==> src/rtl/axi_read.sv <==
// axi_read: AXI4 INCR burst-read master; returned beats are forwarded as an AXI-Stream master.
// Optional define AXI_RD_RESP_CHECK_EN compiles the sticky rd_err response/burst-length check.
module axi_read #(
   parameter int RD_FLIP_BYTE  = 0,
   parameter int RD_ADDR_WIDTH = 32,
   parameter int RD_DATA_WIDTH = 64,
   parameter int RD_LIN        = 16,
   parameter int RD_ADDR_STEP  = 4096,
   parameter int RD_ADDR_TOP   = 32'h10000
) (
   input  logic                     M_RD_aclk,
   input  logic                     M_RD_areset,
   input  logic                     rd_req,
   output logic                     rd_busy,
   output logic                     rd_err,
   output logic [RD_DATA_WIDTH-1:0] M_RD_tdata,
   output logic                     M_RD_tvalid,
   output logic                     M_RD_tlast,
   input  logic                     M_RD_tready,
   output logic                     m_axi_arid,
   output logic [RD_ADDR_WIDTH-1:0] m_axi_araddr,
   output logic [7:0]               m_axi_arlen,
   output logic [2:0]               m_axi_arsize,
   output logic [1:0]               m_axi_arburst,
   output logic                     m_axi_arlock,
   output logic [3:0]               m_axi_arcache,
   output logic [2:0]               m_axi_arprot,
   output logic [3:0]               m_axi_arqos,
   output logic                     m_axi_arvalid,
   input  logic                     m_axi_arready,
   input  logic                     m_axi_rid,
   input  logic [RD_DATA_WIDTH-1:0] m_axi_rdata,
   input  logic [1:0]               m_axi_rresp,
   input  logic                     m_axi_rlast,
   input  logic                     m_axi_rvalid,
   output logic                     m_axi_rready
);

   localparam logic [31:0] ADDR_STEP = 32'(RD_ADDR_STEP);
   localparam logic [31:0] ADDR_WRAP = 32'(RD_ADDR_TOP - RD_ADDR_STEP);

   typedef enum logic [1:0] {RD_IDLE, RD_ADDR, RD_DATA, RD_STOP} rd_state_t;

   rd_state_t                state, state_nxt;
   logic [31:0]              addr_cnt;
   logic [8:0]               beat_cnt;
   logic                     ar_hs;
   logic                     r_hs;
   logic [RD_DATA_WIDTH-1:0] rdata_flip;
   logic                     unused_ok;

   assign ar_hs   = m_axi_arvalid & m_axi_arready;
   // rready follows tready only in RD_DATA, so the R handshake is qualified the same way
   assign r_hs    = (state == RD_DATA) & m_axi_rvalid & M_RD_tready;
   assign rd_busy = (state != RD_IDLE);

   assign m_axi_arid    = 1'b0;
   assign m_axi_arlen   = 8'(RD_LIN - 1);
   assign m_axi_arsize  = 3'($clog2(RD_DATA_WIDTH / 8));
   assign m_axi_arburst = 2'b01;
   assign m_axi_arlock  = 1'b0;
   assign m_axi_arcache = 4'd3;
   assign m_axi_arprot  = 3'd0;
   assign m_axi_arqos   = 4'd0;

   always_ff @(posedge M_RD_aclk) begin
      if (M_RD_areset) state <= RD_IDLE;
      else             state <= state_nxt;
   end

   always_comb begin
      state_nxt = state;
      case (state)
         RD_IDLE: if (rd_req)                state_nxt = RD_ADDR;
         RD_ADDR: if (ar_hs)                 state_nxt = RD_DATA;
         RD_DATA: if (r_hs && m_axi_rlast)   state_nxt = RD_STOP;
         RD_STOP:                            state_nxt = RD_IDLE;
         default:                            state_nxt = RD_IDLE;
      endcase
   end

   always_ff @(posedge M_RD_aclk) begin
      if (M_RD_areset) begin
         m_axi_arvalid <= 1'b0;
         m_axi_araddr  <= '0;
      end else if (state == RD_IDLE && rd_req) begin
         m_axi_arvalid <= 1'b1;
         m_axi_araddr  <= RD_ADDR_WIDTH'(addr_cnt);
      end else if (ar_hs) begin
         m_axi_arvalid <= 1'b0;
      end
   end

   always_ff @(posedge M_RD_aclk) begin
      if (M_RD_areset) begin
         addr_cnt <= '0;
         beat_cnt <= '0;
      end else begin
         if (state == RD_STOP)
            addr_cnt <= (addr_cnt >= ADDR_WRAP) ? '0 : addr_cnt + ADDR_STEP;
         if (r_hs && m_axi_rlast)
            beat_cnt <= '0;
         else if (r_hs)
            beat_cnt <= beat_cnt + 9'd1;
      end
   end

   always_comb begin
      rdata_flip = '0;
      for (int unsigned i = 0; i < RD_DATA_WIDTH / 8; i++)
         rdata_flip[8*i +: 8] = m_axi_rdata[RD_DATA_WIDTH - 8 - 8*i +: 8];
   end

   always_comb begin
      M_RD_tvalid  = 1'b0;
      M_RD_tlast   = 1'b0;
      M_RD_tdata   = '0;
      m_axi_rready = 1'b0;
      if (state == RD_DATA) begin
         M_RD_tvalid  = m_axi_rvalid;
         M_RD_tlast   = m_axi_rlast;
         M_RD_tdata   = (RD_FLIP_BYTE != 0) ? rdata_flip : m_axi_rdata;
         m_axi_rready = M_RD_tready;
      end
   end

`ifdef AXI_RD_RESP_CHECK_EN
   localparam logic [8:0] LAST_BEAT = 9'(RD_LIN - 1);

   always_ff @(posedge M_RD_aclk) begin
      if (M_RD_areset)
         rd_err <= 1'b0;
      else if (r_hs && ((m_axi_rresp != 2'b00) || (m_axi_rlast && beat_cnt != LAST_BEAT)))
         rd_err <= 1'b1;
   end

   assign unused_ok = m_axi_rid;
`else
   assign rd_err    = 1'b0;
   assign unused_ok = ^{m_axi_rid, m_axi_rresp, beat_cnt};
`endif

endmodule
==> config.mk <==
export PLATFORM = sky130hd
export DESIGN_NAME = axi_read
export DESIGN_NICKNAME = d
export VERILOG_FILES = /design/src/rtl/axi_read.sv
export SDC_FILE = /design/constraint.sdc
export NUM_CORES = 1
export LEC_CHECK = 0
export ABC_AREA = 1
export ABC_CLOCK_PERIOD_IN_PS = 2100
export CAP_MARGIN = 20
export CORE_ASPECT_RATIO = 1.4
export CORE_MARGIN = 2
export CORE_UTILIZATION = 33
export CTS_BUF_LIST = sky130_fd_sc_hd__clkbuf_4
export CTS_CLUSTER_DIAMETER = 60
export DETAILED_ROUTE_END_ITERATION = 6
export HOLD_SLACK_MARGIN = 0.02
export MAX_ROUTING_LAYER = met4
export PLACE_DENSITY = 0.82
export SYNTH_ARGS = -nofsm -noshare
export SYNTH_HDL_FRONTEND = slang
export SYNTH_SLANG_ARGS = --single-unit
==> constraint.sdc <==
create_clock -name M_RD_aclk -period 2.1 [get_ports M_RD_aclk]
set_input_delay 0.525 -clock M_RD_aclk [delete_from_list [all_inputs] [get_ports M_RD_aclk]]
set_output_delay 0.525 -clock M_RD_aclk [all_outputs]
set_load 0.02 [all_outputs]
Word level (Yosys, flattened, before mapping)

Index checks and enable logic that the tools add are counted.

Flip-flop bits (word level): 67

Order comparisons: 1
Add/sub/neg operators: 1
Bitwise logic cells: 3
Reduce and logical (&&, ||, !) cells: 6
Equality and inequality tests: 6
Muxes and demuxes: 11

Operators by type and width:

| kind                   | number |
|---|---|
| $mux 64                | 1 |
| $add 32x13->32 const B | 1 |
| $ge 32x16->1 const B   | 1 |
| $mux 32                | 1 |
| $pmux 2 s4             | 1 |
| $mux 2                 | 3 |
| $mux 1                 | 5 |
| $eq 2x2->1 const B     | 2 |
| $ne 2x2->1 const B     | 2 |
| $reduce_bool 2->1      | 2 |
| $and 1x1->1            | 3 |
| $reduce_and 3->1       | 1 |
| $eq 2x1->1 const B     | 1 |
| $logic_and 1x1->1      | 2 |
| $logic_not 2->1        | 1 |
| $ne 2x1->1 const B     | 1 |

Depth between registers and ports, before layout

Depth in word-level cells: 6
Mapped depth: 8

Worst setup path after synthesis

OpenSTA, ideal clock, no wires.

Path kind: reg2out
Start point: reg state[0]
End point: out M_RD_tdata[55]
Arrival: 1.213 ns
Cell stages (with the launch flop): 8
Path slack: 0.362 ns
Cells stage by stage: dfxtp_1 inv_1 ha_1 buf_2 buf_4 buf_2 nand2_1 inv_1

Word-level cells in the longest chain between the ends: 2

RTL lines:

| item                     | RTL line | RTL |
|---|---|---|
| start: declaration       | 44       | `rd_state_t state, state_nxt;` |
| start signal: assignment | 68       | `else state <= state_nxt;` |
| $eq 2x2->1               | 119      | `if (state == RD_DATA) begin` |
| $mux 64                  | 119      |  |
| end: declaration         | 16       | `output logic [RD_DATA_WIDTH-1:0] M_RD_tdata,` |

Every way passes these cells.

Worst setup path in the final report

Start point: reg state[1]
End point: out rd_busy

Word-level cells in the longest chain between the ends: 1

RTL lines:

| item              | RTL line | RTL |
|---|---|---|
| $reduce_bool 2->1 | 55       | `assign rd_busy = (state != RD_IDLE);` |
| end: declaration  | 14       | `output logic rd_busy,` |

Every way passes these cells.

==> impl_metrics.ini <==
[outcome]
status = finished clean

[finish]
stdcell_area_um2 = 3780
finalNetCount = 604
drive_gt1_frac = 0.175
synthToLayoutAreaGrowth_pct = 55.7
final_cell_mix = clkdlybuf4s50_1 (91), inv_1 (88), nand2_1 (80)
final_common_cell = clkdlybuf4s50_1

[timing]
layout_min_cycle_time_ns = 2.04
rsz0062_at_grt = no
finalHoldViolations = 0
fin_worst_skew_ns = 0.0137
holdWs_ns = 0.460
drv_slew = 0
setup_violations = 0
clock.fmax_mhz = 491
final.period_utilization = 0.970

[clock_network]
cts_hold_buffers = 0
cts.clk_slew.worst_paths_ns = 0.12
cts_buffers = 5
htreeDepth = 2
tritoncts = yes
root_buffer = clkbuf_4
clk_latency_ns = 0.35
post_cts_buffers = 0
cts_sinks = 43
cts_buffer_depth = 2

[worst_setup_path]
worstPathCellList = buf_4, inv_1, ha_1, inv_2, clkdlybuf4s15_1
reg2reg_depth = 8
r2r-start = state[1]$_SDFFE_PP0P_
crit_family = buffers and inverters
cp-start-kind = register
max_stage_delay_ns = 0.38
cp_num_buf_inv = 4
crit_fanout = 3
cpMaxStageDelayCell = dfxtp_2
cp.required_ns = 1.57
r2r-end = m_axi_araddr[22]$_SDFFE_PP0P_
rrSetupSlack_ns = 0.57
end_kind = primary output
critPathArrivalTime_ns = 1.51
path_class = reg2out

[route]
firstDrtPassIters = 4
drc = 0
vias_per_cell = 4.05
antenna_left = 0
first_iter_violations = 71
drt-total-wl_mm = 7.91
routedWlPerCell_um = 12.5
num_vias = 2554

[die]
die_height_um = 105
die_w_um = 76.5
start_util = 0.336
die-area_um2 = 8060
num_rows = 37
core_um2 = 7220
ios = 202

[min_path]
hold_path.class = reg2reg
min_to = addr_cnt[18]$_SDFFE_PP0P_
holdPathStages = 2
hold_path_startpoint = addr_cnt[18]$_SDFFE_PP0P_

[placed_design]
placed_cell_area_um2 = 3970
gp_congestion = 0.943
dp_hpwl_mm = 6.39
portBuffers = 159

[global_route]
first_global_vias = 2418
grt_max_degree = 28
antenna_found_initial = 7
overflow = 0
grt_pass1_wl_mm = 12.1
grt_usage = 0.195

[power_and_ir_drop]
vdd.ir_drop.worst_mv = 0.636
p_per_area_nw_per_um2 = 891
p_leak_nw = 2.21

[logic_synthesis]
syn_avg_cell_area_um2 = 6.57
ys_types = 21
synth_area_um2 = 2430
synthCells = 369
ys_ff_latch = 43
yosysSeqAreaShare = 0.355
yosys_warnings = 0

[flow_run]
cap_violations = 0
per-layer routing:
metal	vias up	routed length, µm	global-route usage
met5	-	0	-
li1	1312	-	-
met2	150	3630	0.323
met1	1075	3010	0.200
met4	0	134	0.0571
met3	17	1130	0.104
Yosys cell counts, drive strengths merged:
master	count	area [µm²]
conb	2	7.51
nand4	1	6.26
dfxtp	43	861
buf	57	405
or2	1	6.26
o21ai	22	114
a21oi	20	100
nor3	15	75.1
nor2	24	90.1
xor2	2	17.5
nand3	3	20.0
xnor2	1	8.76
nand2	81	307
ha	5	62.6
inv	92	345
sequential cells by signal (all words and copies together) (netlist names):
signal and cells:
addr_cnt 20, m_axi_araddr 20, state 2, m_axi_arvalid 1
cell type report:
| class | count | area [µm²] |
|---|---|---|
| Antenna cell | 8 | 20.0 |
| Clock buffer | 6 | 45.0 |
| Clock inverter | 2 | 7.51 |
| Fill cell | 733 | 3440 |
| Inverter | 92 | 345 |
| Multi-Input combinational cell | 214 | 966 |
| Sequential cell | 43 | 862 |
| Tap cell | 97 | 121 |
| Timing Repair Buffer | 169 | 1410 |
cell families after synthesis:
group,share of synthesized area
adder cells (fa/ha/maj),0.0258
AND/OR/NAND/NOR,0.208
AO/OA/AOI/OAI,0.0882
XOR/XNOR,0.0108
buffers and inverters,0.309
other,0.00310
flip-flops,0.355
per-stage QoR:
stage	TNS (ns)	utilization	power, mW	cells	setup slack, ns
2_1_floorplan	0	-	2.21	406	0.362
3_3_place_gp	-7.09	0.549	3.10	614	-0.177
3_5_place_dp	-7.54	0.549	3.14	614	-0.179
4_1_cts	0	0.565	3.50	623	0.00913
5_1_grt	0	0.523	3.57	630	0.00290
6_report	0	0.523	3.36	631	0.0625
repair_timing:
item | in CTS | in global routing
pin swaps | 1 | 0
resized for setup | 168 | 68
cloned | 1 | 0
setup endpoints to repair | 68 | 61
where the power goes:
part / internal [mW] / switching (mW)
sequential: 0.949 / 0.0717
clock: 0.137 / 0.245
combinational: 0.786 / 1.18
total: 1.87 / 1.49
how the worst max path moves through the flow:
stage | from | end | slack (ns) | cells after the start
after floorplan | state[0]$_SDFFE_PP0P_ | M_RD_tdata[55] | 0.36 | 7
after global placement | m_axi_rdata[58] | M_RD_tdata[58] | -0.18 | 4
final | state[1]$_SDFFE_PP0P_ | rd_busy | 0.06 | 5
after detailed placement | m_axi_rdata[55] | M_RD_tdata[55] | -0.18 | 4
after CTS | state[0]$_SDFFE_PP0P_ | M_RD_tdata[61] | 0.009 | 6
after global routing | state[0]$_SDFFE_PP0P_ | M_RD_tdata[12] | 0.003 | 6
worst register-to-register path: stages, from the launching register on:
cell     delay (ns)
dfxtp_2        0.36
buf_4          0.14
inv_1          0.07
ha_1           0.24
nand2_2        0.12
inv_2          0.07
buf_4          0.21
o21ai_0        0.10
a21oi_1        0.14
(Power assumes the default switching activity.)
==> variant: new RTL, config.mk and constraints unchanged <==
Change the parameter `RD_ADDR_WIDTH` from 32 to 48.
--- a/src/rtl/axi_read.sv
+++ b/src/rtl/axi_read.sv
@@ -2,7 +2,7 @@
 // Optional define AXI_RD_RESP_CHECK_EN compiles the sticky rd_err response/burst-length check.
 module axi_read #(
    parameter int RD_FLIP_BYTE  = 0,
-   parameter int RD_ADDR_WIDTH = 32,
+   parameter int RD_ADDR_WIDTH = 48,
    parameter int RD_DATA_WIDTH = 64,
    parameter int RD_LIN        = 16,
    parameter int RD_ADDR_STEP  = 4096,
Ports: changed (resized m_axi_araddr); port bits go from 202 to 218. No check against the original RTL was run, so the function may have changed too.
==> variant against the unedited design <==
Area after synthesis grew 5.0%; cell area grew 4.6%; routed wire length grew 0.38%; sequential cell count is the same; critical path depth grew 1; worst setup slack lost 0.0052 ns; total power grew 6.7%; clock power grew 31%; largest cell class unchanged.
==> variant: results (changes against the unedited design) <==
Outcome
  • Status: complete, no violations (unchanged)

Detailed routing
  • Avg Vias per Cell: 4.10 (was 4.05)
  • TritonRoute pass-1 iters: 5 (was 4)
  • DRC marker count from the first detailed-route iteration: 58 (was 71)

Worst hold path
  • Hold Path Sink: addr_cnt[25]$_SDFFE_PP0P_ (was addr_cnt[18]$_SDFFE_PP0P_)
  • Start point of the worst hold path: addr_cnt[25]$_SDFFE_PP0P_ (was addr_cnt[18]$_SDFFE_PP0P_)

Synth
  • Sequential share of the synthesized area: 33.8% (was 35.5%)
  • Largest cells by area after synthesis: dfxtp_1 (34%), buf_4 (17%), inv_1 (13%) (was dfxtp_1 (35%), inv_1 (14%), buf_4 (13%))
  • Synthesized area divided by synthesized cell count: 6.61 sq um (was 6.57 sq um)
  • Top cells by count, synth: inv_1 (89), nand2_1 (80), buf_4 (59), dfxtp_1 (43), nor2_1 (24) (was inv_1 (89), nand2_1 (80), buf_4 (43), dfxtp_1 (43), nor2_1 (24))

Placement
  • Post-Place Cell Area: 4030 sq um (was 3970 sq um)
  • Routability-driven placement congestion ratio: 0.886 (was 0.943)
  • Half-perimeter wire length after placement: 6.23 mm (was 6.39 mm)
  • Worst-case setup slack after placement: -0.157 ns (was -0.179 ns)

Worst setup path
  • R2R Path End: m_axi_araddr[29]$_SDFFE_PP0P_ (was m_axi_araddr[22]$_SDFFE_PP0P_)
  • Largest fanout of any net on the critical path: 18 (was 3)
  • Max stage delay on crit path: 0.34 ns (was 0.38 ns)

Finish
  • Non-Filler Instances: 645 (was 631)
  • Fraction of layout instances using a drive strength above 1: 17.2% (was 17.5%)
  • Fin nets: 620 (was 604)

Power
  • Sw Share: 42.7% (was 44.4%)
  • Worst vdd rail ir drop: 0.741 mV (was 0.636 mV)
  • Leakage power figure: 2.28 nW (was 2.21 nW)

Global routing
  • Global-route wire length before repair: 11.8 mm (was 12.1 mm)
  • Number of global-route vias before repair: 2388 (was 2418)
  • Pin count of the biggest net entering global routing: 35 (was 28)

Timing
  • Time the worst path needs with I/O delays and setup: 2.04 ns (about the same)
  • Final Skew: 0.00930 ns (was 0.0137 ns)
[variant: layout make-up]
type	instances	area, sq um
fillers	710	3460
well taps	97	121
diodes	6	15.0
flip-flops and latches	43	863
inverters	92	345
multi-input cells	230	1030
clock buffers	5	37.5
clock inverters	3	38.8
repair buffers	169	1500
[variant: routing by layer]
layer	part of all wire (%)	up-vias	GRT usage, %	wire length [um]
met5	0	-	-	0
met4	0.76	0	3.13	60
met3	17	10	11.9	1380
met2	46	165	29.1	3620
met1	36	1144	19.1	2870
li1	-	1325	-	-
[variant: what timing repair did]
| item | CTS | global route |
|---|---|---|
| hold endpoints to repair | 0 | 0 |
| buffers inserted | 0 | 1 |
| pin swaps | 1 | 0 |
| cloned | 1 | 1 |
| gates resized for setup | 160 | 70 |
| endpoints found under the setup margin | 68 | 55 |
[variant: power by group through the flow]
stage	clock (mW)	combinational [mW]	sequential, mW
2_1_floorplan	0	1.08	1.17
3_3_place_gp	0	2.10	1.03
3_5_place_dp	0	2.13	1.03
4_1_cts	0.505	2.05	1.03
5_1_grt	0.538	2.22	1.04
6_report	0.502	2.06	1.03
[variant: cells by family after synthesis]
| kind of cell | count (synthesis) |
|---|---|
| buffers and inverters | 165 |
| and+or+nand+nor | 125 |
| DFF | 43 |
| AOI/OAI and AO/OA | 42 |
| adders and majority gates | 5 |
| xor gates and xnor gates | 3 |
| other | 2 |
[variant: how the worst max path moves through the flow]
stage                          end                  start
finish               M_RD_tdata[8]  state[0]$_SDFFE_PP0P_
detailed placement    m_axi_rready            M_RD_tready
floorplan           M_RD_tdata[55]  state[0]$_SDFFE_PP0P_
global placement      m_axi_rready            M_RD_tready
global route         M_RD_tdata[8]  state[0]$_SDFFE_PP0P_
CTS                 M_RD_tdata[31]  state[0]$_SDFFE_PP0P_
